[src/rtl/atten_cmd_sequencer.sv]
// atten_cmd_sequencer
// Holds one attenuation code per channel and, on go, sends one 24-bit command word
// per channel to the attenuator SPI serializer, waiting for each end-of-frame CS pulse.
// Optional feature: ATTEN_SEQ_SKIP_UNCHANGED_EN skips channels whose code matches the
// last code that completed a frame.
module atten_cmd_sequencer #(
   parameter int unsigned NUM_CH     = 4,
   parameter int unsigned REG_WIDTH  = 32,
   parameter int unsigned LD_HOLD    = 4,
   parameter logic [7:0]  CMD_PREFIX = 8'hA5,
   parameter int unsigned TIMEOUT    = 4096
) (
   input  logic                      clk,
   input  logic                      rst,
   input  logic                      wr_en,
   input  logic [$clog2(NUM_CH)-1:0] wr_ch,
   input  logic [7:0]                wr_data,
   input  logic                      go,
   input  logic                      ser_cs,
   output logic [REG_WIDTH-1:0]      ser_data,
   output logic                      ser_ld,
   output logic                      busy,
   output logic                      done,
   output logic                      timeout_err
);

   localparam int unsigned AW = $clog2(NUM_CH);
   localparam int unsigned CW = AW + 1;
   localparam int unsigned HW = $clog2(LD_HOLD + 1);
   localparam int unsigned TW = $clog2(TIMEOUT + 1);
   localparam logic [CW-1:0] LAST_CH   = CW'(NUM_CH - 1);
   localparam logic [CW-1:0] NUM_CH_W  = CW'(NUM_CH);
   localparam logic [HW-1:0] HOLD_LAST = HW'(LD_HOLD - 1);
   localparam logic [TW-1:0] TMO_LAST  = TW'(TIMEOUT - 1);

   typedef enum logic [2:0] {
      S_IDLE    = 3'd0,
      S_LOAD    = 3'd1,
      S_WAIT_HI = 3'd2,
      S_WAIT_LO = 3'd3,
      S_NEXT    = 3'd4,
      S_DONE    = 3'd5,
      S_SCAN    = 3'd6
   } state_t;

   state_t               state_q, state_d;
   logic [CW-1:0]        ch_q, ch_d;
   logic [HW-1:0]        hold_q, hold_d;
   logic [TW-1:0]        wait_q, wait_d;
   logic                 cs_prev_q;
   logic [7:0]           shadow_q [NUM_CH];
   logic [7:0]           active_q [NUM_CH];
   logic [REG_WIDTH-1:0] ser_data_q;
   logic                 ser_ld_q;
   logic                 busy_q;
   logic                 done_q;
   logic                 timeout_err_q;
   logic                 go_accept_s;
   logic                 tmo_set_s;
   logic                 frame_ok_s;

   // Command word: prefix, zero-extended channel index, code; upper bits zero.
   function automatic logic [REG_WIDTH-1:0] build_word(input logic [CW-1:0] ch,
                                                       input logic [7:0]    code);
      logic [REG_WIDTH-1:0] w;
      w        = '0;
      w[7:0]   = code;
      w[15:8]  = 8'(ch);
      w[23:16] = CMD_PREFIX;
      return w;
   endfunction

   assign go_accept_s = (state_q == S_IDLE) && go;

`ifdef ATTEN_SEQ_SKIP_UNCHANGED_EN
   logic [7:0]        last_q [NUM_CH];
   logic [NUM_CH-1:0] diff_s;
   logic              pending_s;

   // Flag channels whose snapshot differs from the last sent code, and whether any remain at or after ch_q.
   always_comb begin
      pending_s = 1'b0;
      for (int i = 0; i < NUM_CH; i++) begin
         diff_s[i] = (active_q[i] != last_q[i]);
         if (diff_s[i] && (CW'(i) >= ch_q)) begin
            pending_s = 1'b1;
         end else begin
            pending_s = pending_s;
         end
      end
   end

   // Last-sent bank: updated only when a frame completes, so a timed-out channel keeps its old entry.
   always_ff @(posedge clk or posedge rst) begin
      if (rst) begin
         for (int i = 0; i < NUM_CH; i++) last_q[i] <= 8'h00;
      end else if (frame_ok_s) begin
         last_q[ch_q[AW-1:0]] <= active_q[ch_q[AW-1:0]];
      end
   end
`endif

   // Next-state logic for the sequencing FSM, hold counter and wait counter.
   always_comb begin
      state_d    = state_q;
      ch_d       = ch_q;
      hold_d     = hold_q;
      wait_d     = wait_q;
      tmo_set_s  = 1'b0;
      frame_ok_s = 1'b0;
      case (state_q)
         S_IDLE: begin
            if (go) begin
               ch_d   = '0;
               hold_d = '0;
`ifdef ATTEN_SEQ_SKIP_UNCHANGED_EN
               state_d = S_SCAN;
`else
               state_d = S_LOAD;
`endif
            end else begin
               state_d = S_IDLE;
            end
         end
         S_LOAD: begin
            if (hold_q == HOLD_LAST) begin
               state_d = S_WAIT_HI;
               wait_d  = '0;
            end else begin
               hold_d = hold_q + HW'(1);
            end
         end
         S_WAIT_HI: begin
            if (ser_cs && !cs_prev_q) begin
               state_d = S_WAIT_LO;
               wait_d  = '0;
            end else if (wait_q == TMO_LAST) begin
               tmo_set_s = 1'b1;
               state_d   = S_IDLE;
            end else begin
               wait_d = wait_q + TW'(1);
            end
         end
         S_WAIT_LO: begin
            if (!ser_cs) begin
               frame_ok_s = 1'b1;
               state_d    = S_NEXT;
            end else if (wait_q == TMO_LAST) begin
               tmo_set_s = 1'b1;
               state_d   = S_IDLE;
            end else begin
               wait_d = wait_q + TW'(1);
            end
         end
         S_NEXT: begin
            if (ch_q == LAST_CH) begin
               state_d = S_DONE;
            end else begin
               ch_d   = ch_q + CW'(1);
               hold_d = '0;
`ifdef ATTEN_SEQ_SKIP_UNCHANGED_EN
               state_d = S_SCAN;
`else
               state_d = S_LOAD;
`endif
            end
         end
         S_DONE: begin
            state_d = S_IDLE;
         end
`ifdef ATTEN_SEQ_SKIP_UNCHANGED_EN
         S_SCAN: begin
            if (!pending_s || (ch_q >= NUM_CH_W)) begin
               state_d = S_DONE;
            end else if (diff_s[ch_q[AW-1:0]]) begin
               hold_d  = '0;
               state_d = S_LOAD;
            end else begin
               ch_d = ch_q + CW'(1);
            end
         end
`endif
         default: begin
            state_d = S_IDLE;
         end
      endcase
   end

   // FSM state, counters and the previous ser_cs sample used for rise detection.
   always_ff @(posedge clk or posedge rst) begin
      if (rst) begin
         state_q   <= S_IDLE;
         ch_q      <= '0;
         hold_q    <= '0;
         wait_q    <= '0;
         cs_prev_q <= 1'b0;
      end else begin
         state_q   <= state_d;
         ch_q      <= ch_d;
         hold_q    <= hold_d;
         wait_q    <= wait_d;
         cs_prev_q <= ser_cs;
      end
   end

   // Shadow bank takes host writes; active bank snapshots the pre-write shadow when go is accepted.
   always_ff @(posedge clk or posedge rst) begin
      if (rst) begin
         for (int i = 0; i < NUM_CH; i++) begin
            shadow_q[i] <= 8'h00;
            active_q[i] <= 8'h00;
         end
      end else begin
         if (wr_en && ({1'b0, wr_ch} < NUM_CH_W)) begin
            shadow_q[wr_ch] <= wr_data;
         end
         if (go_accept_s) begin
            active_q <= shadow_q;
         end
      end
   end

   // Registered outputs decoded from the current state; ser_data only reloads while in LOAD.
   always_ff @(posedge clk or posedge rst) begin
      if (rst) begin
         ser_data_q    <= '0;
         ser_ld_q      <= 1'b0;
         busy_q        <= 1'b0;
         done_q        <= 1'b0;
         timeout_err_q <= 1'b0;
      end else begin
         ser_ld_q <= (state_q == S_LOAD);
         busy_q   <= (state_q != S_IDLE) && (state_q != S_DONE) && !tmo_set_s;
         done_q   <= (state_q == S_DONE);
         if (state_q == S_LOAD) begin
            ser_data_q <= build_word(ch_q, active_q[ch_q[AW-1:0]]);
         end
         if (go_accept_s) begin
            timeout_err_q <= 1'b0;
         end else if (tmo_set_s) begin
            timeout_err_q <= 1'b1;
         end
      end
   end

   assign ser_data    = ser_data_q;
   assign ser_ld      = ser_ld_q;
   assign busy        = busy_q;
   assign done        = done_q;
   assign timeout_err = timeout_err_q;

endmodule

[config.mk]
export PLATFORM = sky130hd
export DESIGN_NAME = atten_cmd_sequencer
export DESIGN_NICKNAME = d
export VERILOG_FILES = /design/src/rtl/atten_cmd_sequencer.sv
export SDC_FILE = /design/constraint.sdc
export NUM_CORES = 1
export LEC_CHECK = 0
export BUFFER_PORTS_ARGS = -buffer_cell sky130_fd_sc_hd__buf_2
export CAP_MARGIN = 20
export CORE_MARGIN = 2
export CORE_UTILIZATION = 63
export DETAILED_ROUTE_END_ITERATION = 10
export GPL_ROUTABILITY_DRIVEN = 0
export PLACE_DENSITY = 0.85
export SLEW_MARGIN = 0
export SYNTH_ARGS = -nofsm -noshare
export SYNTH_HDL_FRONTEND = slang
export SYNTH_SLANG_ARGS = --single-unit
[constraint.sdc]
create_clock -name clk -period 7.85 [get_ports clk]
set_input_delay 0.785 -clock clk [delete_from_list [all_inputs] [get_ports clk]]
set_output_delay 0.785 -clock clk [all_outputs]
set_load 0.02 [all_outputs]
==> results.toml, run 1 <==
[place]
count_of_buffers_from_port_buffering = 33
place_ws_ns = 5.48
post-dp-hpwl_mm = 5.50

[critical_path]
critPathLaunch = "hold_q[0]"
timing.critical_path.from_type = "flop"
endpoint_kind = "flop"
timing.critical_path.fanout_max = 23
critical_path_required_ns = 8.06
cp.arrival_ns = 2.46
worstReg2RegStart = "hold_q[0]"
criticalPathCategory = "flop to flop"

[clock_tree]
insertion_delay_ns = 0.36
cts.clk_slew.worst_paths_ns = 0.10
clk_root_buffer_cell = "sky130_fd_sc_hd__clkbuf_8"
cts_repair_resize_count = 0
htreeDepth = 3
count_of_hold_fix_buffers_inserted_at_cts = 0
clk_path_buf_depth = 2
cts_tree = "yes"
clock_sinks = 103
post-cts-setup-buffers = 0
cts_buffers = 9

[timing]
setup_violation_total_in_the_final_timing_report = 0
max_slew.worst_pin.slew_ns = 0.852
rsz0062_at_grt = "no"
setup_skew_after_layout_ns = 0.0107
period_needed_ns = 2.25
timing.final.crit_share_pct = 28.7
setup_slack_ns = 5.60
final-max-slew-violation-count = 0
hold_viol_final = 0
fin_tns_setup_ns = 0
slew_headroom_pct = 43.0
timing.fmax_ghz = 0.444

[global_route]
global_route.usage.met3_pct = 5.95
grt_first_pass_wirelength_mm = 14.0
globalRouteMet2Util_pct = 37.0
grtUsageTotal_pct = 21.6
grt_remaining_overflow = 0
initial_antenna_violation_count = 0
number_of_global_route_vias_before_repair = 3038
grt_use_met1_pct = 26.9
grt_most_used_layer = "met2"
largest_net_degree_at_the_start_of_global_routing = 88

[finish]
ff_latch_area_um2 = 2580
final.fill_count = 557
multiInputGateArea_um2 = 1910
area_delta_synth_final_pct = 9.14
antennaDiodeCount = 0
drive_above_1_share_pct = 26.4
layout.nets = 465

[synthesis]
dominantRegCellSynth = "sky130_fd_sc_hd__dfrtp_1"
yosysSeqAreaShare_pct = 55.2
avgSynthCellArea_um2 = 11.2
synth_enable_flop_cells = 0
synth-seq-cells = 103
yosysWarnings = 0
synthCells = 415
yosys.area.top_type = "sky130_fd_sc_hd__dfrtp_1"
netlist.area_leader.share_pct = 55.2
ys_async_sr_fraction_pct = 100
synth.top_cells.by_area = "sky130_fd_sc_hd__dfrtp_1 (55%), sky130_fd_sc_hd__mux2_2 (10%), sky130_fd_sc_hd__nand2_1 (8.1%), sky130_fd_sc_hd__mux4_2 (3.9%), sky130_fd_sc_hd__buf_4 (3.2%)"
post_synth_design_cell_area_um2 = 4670
synth_cell_type_count = 49

[floorplanning]
chip_width_um = 90.1
core.rowCount = 31
num_io_pins = 51
die-height_um = 90.1
die_area_um2 = 8110
core_area_um2 = 7210
initial_core_util_pct = 64.7

[run]
max-cap-violations = 0

[detailed_routing]
post-route-drc-count = 0
detailedRoute.firstPassIterationCount = 4
postRouteWirelength_mm = 8.15
initialDrtViolationCount = 202
detailroute.via_count = 3084
routed_wire_length_per_instance_um = 14.8
final_antenna_net_count = 0
post_drt_via_cell_ratio = 5.62

[power]
ir_worst_vdd_mv = 0.186
cellPowerDensity_nw_per_um2 = 320
reported_leakage_power_uw = 0.00239
power_uw = 1630

[worst_hold_path]
timing.hold.worst.class = "primary input to async pin"

[outcome]
outcome = "finished, final reports clean"
-- per-layer routing --
layer / wire, um / vias up
li1: - / 1464
met1: 3510 / 1541
met2: 4210 / 72
met3: 360 / 7
met4: 70 / 0
met5: 0 / -
-- flip-flops by register name (all words and copies together), names as in the netlist --
name and cells:
active_q 32, busy 1, ch_q 3, cs_prev_q 1
done 1, hold_q 3, ser_data 12, ser_ld 1
shadow_q 32, state_q 3, timeout_err 1, wait_q 13
-- power breakdown --
| part | total [uW] | switching (uW) | internal, uW |
|---|---|---|---|
| clock network | 344 | 190 | 154 |
| registers | 796 | 111 | 685 |
| logic | 489 | 263 | 226 |
-- kinds of logic after synthesis --
| logic type | count (synthesis) | share of synthesized area (%) |
|---|---|---|
| buffers and inverters | 44 | 5.31 |
| multiplexers | 51 | 14.2 |
| adder cells (fa/ha/maj) | 5 | 1.34 |
| AND/OR/NAND/NOR | 167 | 17.6 |
| AO/OA/AOI/OAI | 44 | 6.27 |
| flip-flops | 103 | 55.2 |
| other | 1 | 0.0803 |
-- layout by cell type, fill, tap and decap left out, types with 6 or more instances in the layout --
cell type,netlist,layout
sky130_fd_sc_hd__dfrtp_1,103,103
sky130_fd_sc_hd__nand2_1,101,101
sky130_fd_sc_hd__mux2_2,43,43
sky130_fd_sc_hd__buf_2,6,33
sky130_fd_sc_hd__conb_1,1,17
sky130_fd_sc_hd__a21oi_1,14,14
sky130_fd_sc_hd__nor2_1,9,9
sky130_fd_sc_hd__nand3_1,9,9
sky130_fd_sc_hd__clkbuf_8,0,9
sky130_fd_sc_hd__mux4_2,8,8
sky130_fd_sc_hd__o21ai_0,7,7
sky130_fd_sc_hd__or4_1,7,7
sky130_fd_sc_hd__inv_1,7,6
sky130_fd_sc_hd__o31ai_1,6,6
-- final cells by class --
type	instances	share of cell area (%)
multi-input combinational	284	37.6
inverter	7	0.565
clock buffer	9	2.43
tap	99	2.43
timing repair buffer	40	4.74
clock inverter	7	1.67
sequential	103	50.6
-- through the flow --
stage	utilization, %	instances	hold slack (ns)	cell area, um^2
2_1_floorplan	-	431	0.433	4730
3_3_place_gp	67.1	530	0.445	4840
3_5_place_dp	67.1	530	0.452	4840
4_1_cts	70.0	546	0.311	5050
5_1_grt	70.6	549	0.315	5090
6_report	70.6	549	0.321	5090
-- cells in the mapped netlist (all sizes together), types with 2 or more instances --
master	instances
o31ai	6
nor2	9
mux2	43
a21oi	14
a21o	2
o21a	2
inv	7
nand2b	4
nor4	3
ha	5
dfrtp	103
nand3	9
mux4	8
buf	27
a211oi	2
o2bb2ai	3
nor2b	3
nor3	6
nor3b	6
nor4b	2
o21ai	7
o211ai	3
clkbuf	10
or4	7
and2	2
nand2	101
nand4	4
nand3b	4
-- critical path, stage by stage (launching register included) --
cell	delay [ns]
sky130_fd_sc_hd__dfrtp_1	0.39
sky130_fd_sc_hd__ha_1	0.16
sky130_fd_sc_hd__ha_1	0.24
sky130_fd_sc_hd__and4bb_1	0.24
sky130_fd_sc_hd__a21oi_1	0.05
sky130_fd_sc_hd__buf_4	0.20
sky130_fd_sc_hd__nor2_1	0.68
sky130_fd_sc_hd__nor3b_1	0.14
-- final timing paths --
| check | endpoint | slack [ns] | cells after the start |
|---|---|---|---|
| setup / recovery | wait_q[12] | 5.60 | 7 |
| hold / removal | shadow_q[16] | 0.32 | 2 |
| setup reg to reg | wait_q[12] | 5.60 | 7 |
| hold reg to reg | active_q[26] | 0.48 | 2 |
| max in group asynchronous | ser_data[16] | 6.60 | 4 |
| min in group clk | active_q[26] | 0.48 | 2 |
Power figures use the tool's default switching activity.
==> run 2: changes to the inputs <==
--- a/config.mk
+++ b/config.mk
@@ -8,10 +8,10 @@
 export BUFFER_PORTS_ARGS = -buffer_cell sky130_fd_sc_hd__buf_2
 export CAP_MARGIN = 20
 export CORE_MARGIN = 2
-export CORE_UTILIZATION = 63
+export CORE_UTILIZATION = 58
 export DETAILED_ROUTE_END_ITERATION = 10
 export GPL_ROUTABILITY_DRIVEN = 0
-export PLACE_DENSITY = 0.85
+export PLACE_DENSITY = 0.79
 export SLEW_MARGIN = 0
 export SYNTH_ARGS = -nofsm -noshare
 export SYNTH_HDL_FRONTEND = slang
==> constraint.sdc (replaced) <==
create_clock -name clk -period 2.1 [get_ports clk]
set_input_delay 0.21 -clock clk [delete_from_list [all_inputs] [get_ports clk]]
set_output_delay 0.21 -clock clk [all_outputs]
set_load 0.02 [all_outputs]
==> run 2 against run 1 <==
  * Clock power grew to 4.1 times the previous value
  * Largest power group unchanged
  * Power increased to 3.9 times the previous value
  * Core utilization is 3.5 points lower
  * Clock skew fell by 0.0015 ns
  * Global-route usage is 0.11 points lower
  * Combinational power grew to 4.0 times the previous value
  * Final area rose by 2.3%
  * Worst setup slack got worse by 5.5 ns
  * Count of clock-buffer cells in the layout grew 1
  * Sequential share of layout area down 1.1 points
  * Flip-flop and latch count unchanged
  * Wire length up 6.1%
==> results.toml, run 2 (synthesis gave the netlist of run 1 again) <==
[detailed_routing]
post-route-drc-count = 0
postRouteWirelength_mm = 8.65
detailroute.via_count = 3132
final_antenna_net_count = 0
routed_wire_length_per_instance_um = 15.4
post_drt_via_cell_ratio = 5.58
detailedRoute.firstPassIterationCount = 5
initialDrtViolationCount = 189

[place]
place_ws_ns = 0.163
count_of_buffers_from_port_buffering = 33
post-dp-hpwl_mm = 5.89

[power]
ir_worst_vdd_mv = 0.599
reported_leakage_power_uw = 0.00246
cellPowerDensity_nw_per_um2 = 1210

[finish]
drive_above_1_share_pct = 27.7
final.fill_count = 620
layout.nets = 474
area_delta_synth_final_pct = 11.6
final_cell_mix = "sky130_fd_sc_hd__dfrtp_1 (103), sky130_fd_sc_hd__nand2_1 (101), sky130_fd_sc_hd__mux2_2 (43), sky130_fd_sc_hd__buf_2 (33), sky130_fd_sc_hd__conb_1 (17)"
top_regs = "active_q x32, shadow_q x32, wait_q x13"
antennaDiodeCount = 0
layout.cells.most_common = "sky130_fd_sc_hd__dfrtp_1"

[global_route]
largest_net_degree_at_the_start_of_global_routing = 47
grtUsageTotal_pct = 21.5
number_of_global_route_vias_before_repair = 3109
initial_antenna_violation_count = 0
grt_remaining_overflow = 0
grt_first_pass_wirelength_mm = 14.7

[timing]
setup_violation_total_in_the_final_timing_report = 0
setup_slack_ns = 0.142
timing.fmax_ghz = 0.511
timing.final.crit_share_pct = 93.2
rsz0062_at_grt = "no"
hold_viol_final = 0
final-max-slew-violation-count = 0
fin_tns_setup_ns = 0
setup_skew_after_layout_ns = 0.00919
slew_headroom_pct = 44.9
period_needed_ns = 1.96
max_slew.worst_pin.slew_ns = 0.824

[critical_path]
criticalPathCategory = "flop to flop"
crit_slowest_cell = "sky130_fd_sc_hd__or4_1"
cp.arrival_ns = 2.23
crit_path_cell_trace = "ha_1, nand2b_1, or4_1, and2_1, a211oi_2"
timing.critical_path.fanout_max = 6
critical_path_required_ns = 2.37
timing.critical_path.from_type = "flop"
worst_path_max_stage_delay_ns = 0.58
endpoint_kind = "flop"

[outcome]
outcome = "finished, final reports clean"

[clock_tree]
clk_root_buffer_cell = "sky130_fd_sc_hd__clkbuf_8"
cts.clk_slew.worst_paths_ns = 0.09
cts_repair_resize_count = 0
clock_sinks = 103
insertion_delay_ns = 0.36
cts_tree = "yes"
htreeDepth = 3
clk_path_buf_depth = 2
cts_buffers = 9

[floorplanning]
core_area_um2 = 7770
initial_core_util_pct = 60.1
num_io_pins = 51
die_area_um2 = 8780
core.rowCount = 32
die-height_um = 93.7
chip_width_um = 93.7

[run]
max-cap-violations = 0

[worst_hold_path]
timing.hold.worst.class = "primary input to flop"
## run 2: changes by cell type in the layout (fill, tap and decap cells not counted)
cell                            change
sky130_fd_sc_hd__bufinv_16          +1
sky130_fd_sc_hd__dlygate4sd3_1      +1
sky130_fd_sc_hd__buf_16             -1
sky130_fd_sc_hd__clkinvlp_4         -1
sky130_fd_sc_hd__inv_8              -1
sky130_fd_sc_hd__inv_4              -1
sky130_fd_sc_hd__clkinv_4           +1
sky130_fd_sc_hd__buf_4              +7
sky130_fd_sc_hd__buf_6              -1
sky130_fd_sc_hd__buf_12             +3
sky130_fd_sc_hd__clkbuf_8           +1
## run 2: area by class of cell
class                   instances  area (um^2)  share of cell area, %
repair buffers                 49          325                   6.24
flip-flops and latches        103         2580                   49.5
clock inverters                 6         97.6                   1.87
multi-input cells             284         1910                   36.7
well taps                     102          128                   2.45
inverters                       7         30.0                  0.576
clock buffers                  10          138                   2.64
## run 2: worst paths after layout
path	slack, ns	endpoint	depth (start not counted)	start
worst max-delay path	0.14	wait_q[10]	5	wait_q[0]
worst min-delay path	0.04	cs_prev_q	1	ser_cs
worst max register to register	0.14	wait_q[10]	5	wait_q[0]
worst min register to register	0.47	active_q[21]	2	shadow_q[21]
max in group asynchronous	0.97	active_q[10]	4	rst
min in group asynchronous	0.50	shadow_q[24]	3	rst
## run 2: through the flow
| stage | cells | cell area, um^2 | hold slack (ns) | power [uW] | utilization, % |
|---|---|---|---|---|---|
| 6_report | 561 | 5210 | 0.0410 | 6310 | 67.1 |
| 5_1_grt | 561 | 5210 | 0.0224 | 6720 | 67.1 |
| 4_1_cts | 561 | 5210 | 0.0263 | 6370 | 67.1 |
| 3_5_place_dp | 544 | 4960 | 0.350 | 4950 | 63.9 |
| 3_3_place_gp | 544 | 4960 | 0.332 | 4830 | 63.9 |
| 2_1_floorplan | 431 | 4730 | 0.241 | 4360 | - |
## run 2: timing repair
item	CTS	global route
hold buffers	1	0
hold endpoints to repair	26	0
setup buffers	0	0
## run 2: worst max-delay path, delay by kind of cell, from the launching register on
family	cells	cell delay [ns]
flops	1	0.40
compound gates	1	0.22
fa+ha+maj	1	0.27
simple gates	3	0.98
## run 2: power by group
group / leakage [uW] / internal (uW) / switching, uW
logic: 0.00105 / 906 / 1060
clock network: 0.000119 / 723 / 680
registers: 0.00129 / 2560 / 375
total: 0.00246 / 4190 / 2120
## run 2: metal layers
metal / track usage (%) / vias to the layer above / share of wire (%)
li1: - / 1488 / -
met1: 28.2 / 1573 / 44
met2: 35.6 / 61 / 52
met3: 4.57 / 10 / 3.3
met4: 7.97 / 0 / 1.5
met5: 0 / - / 0
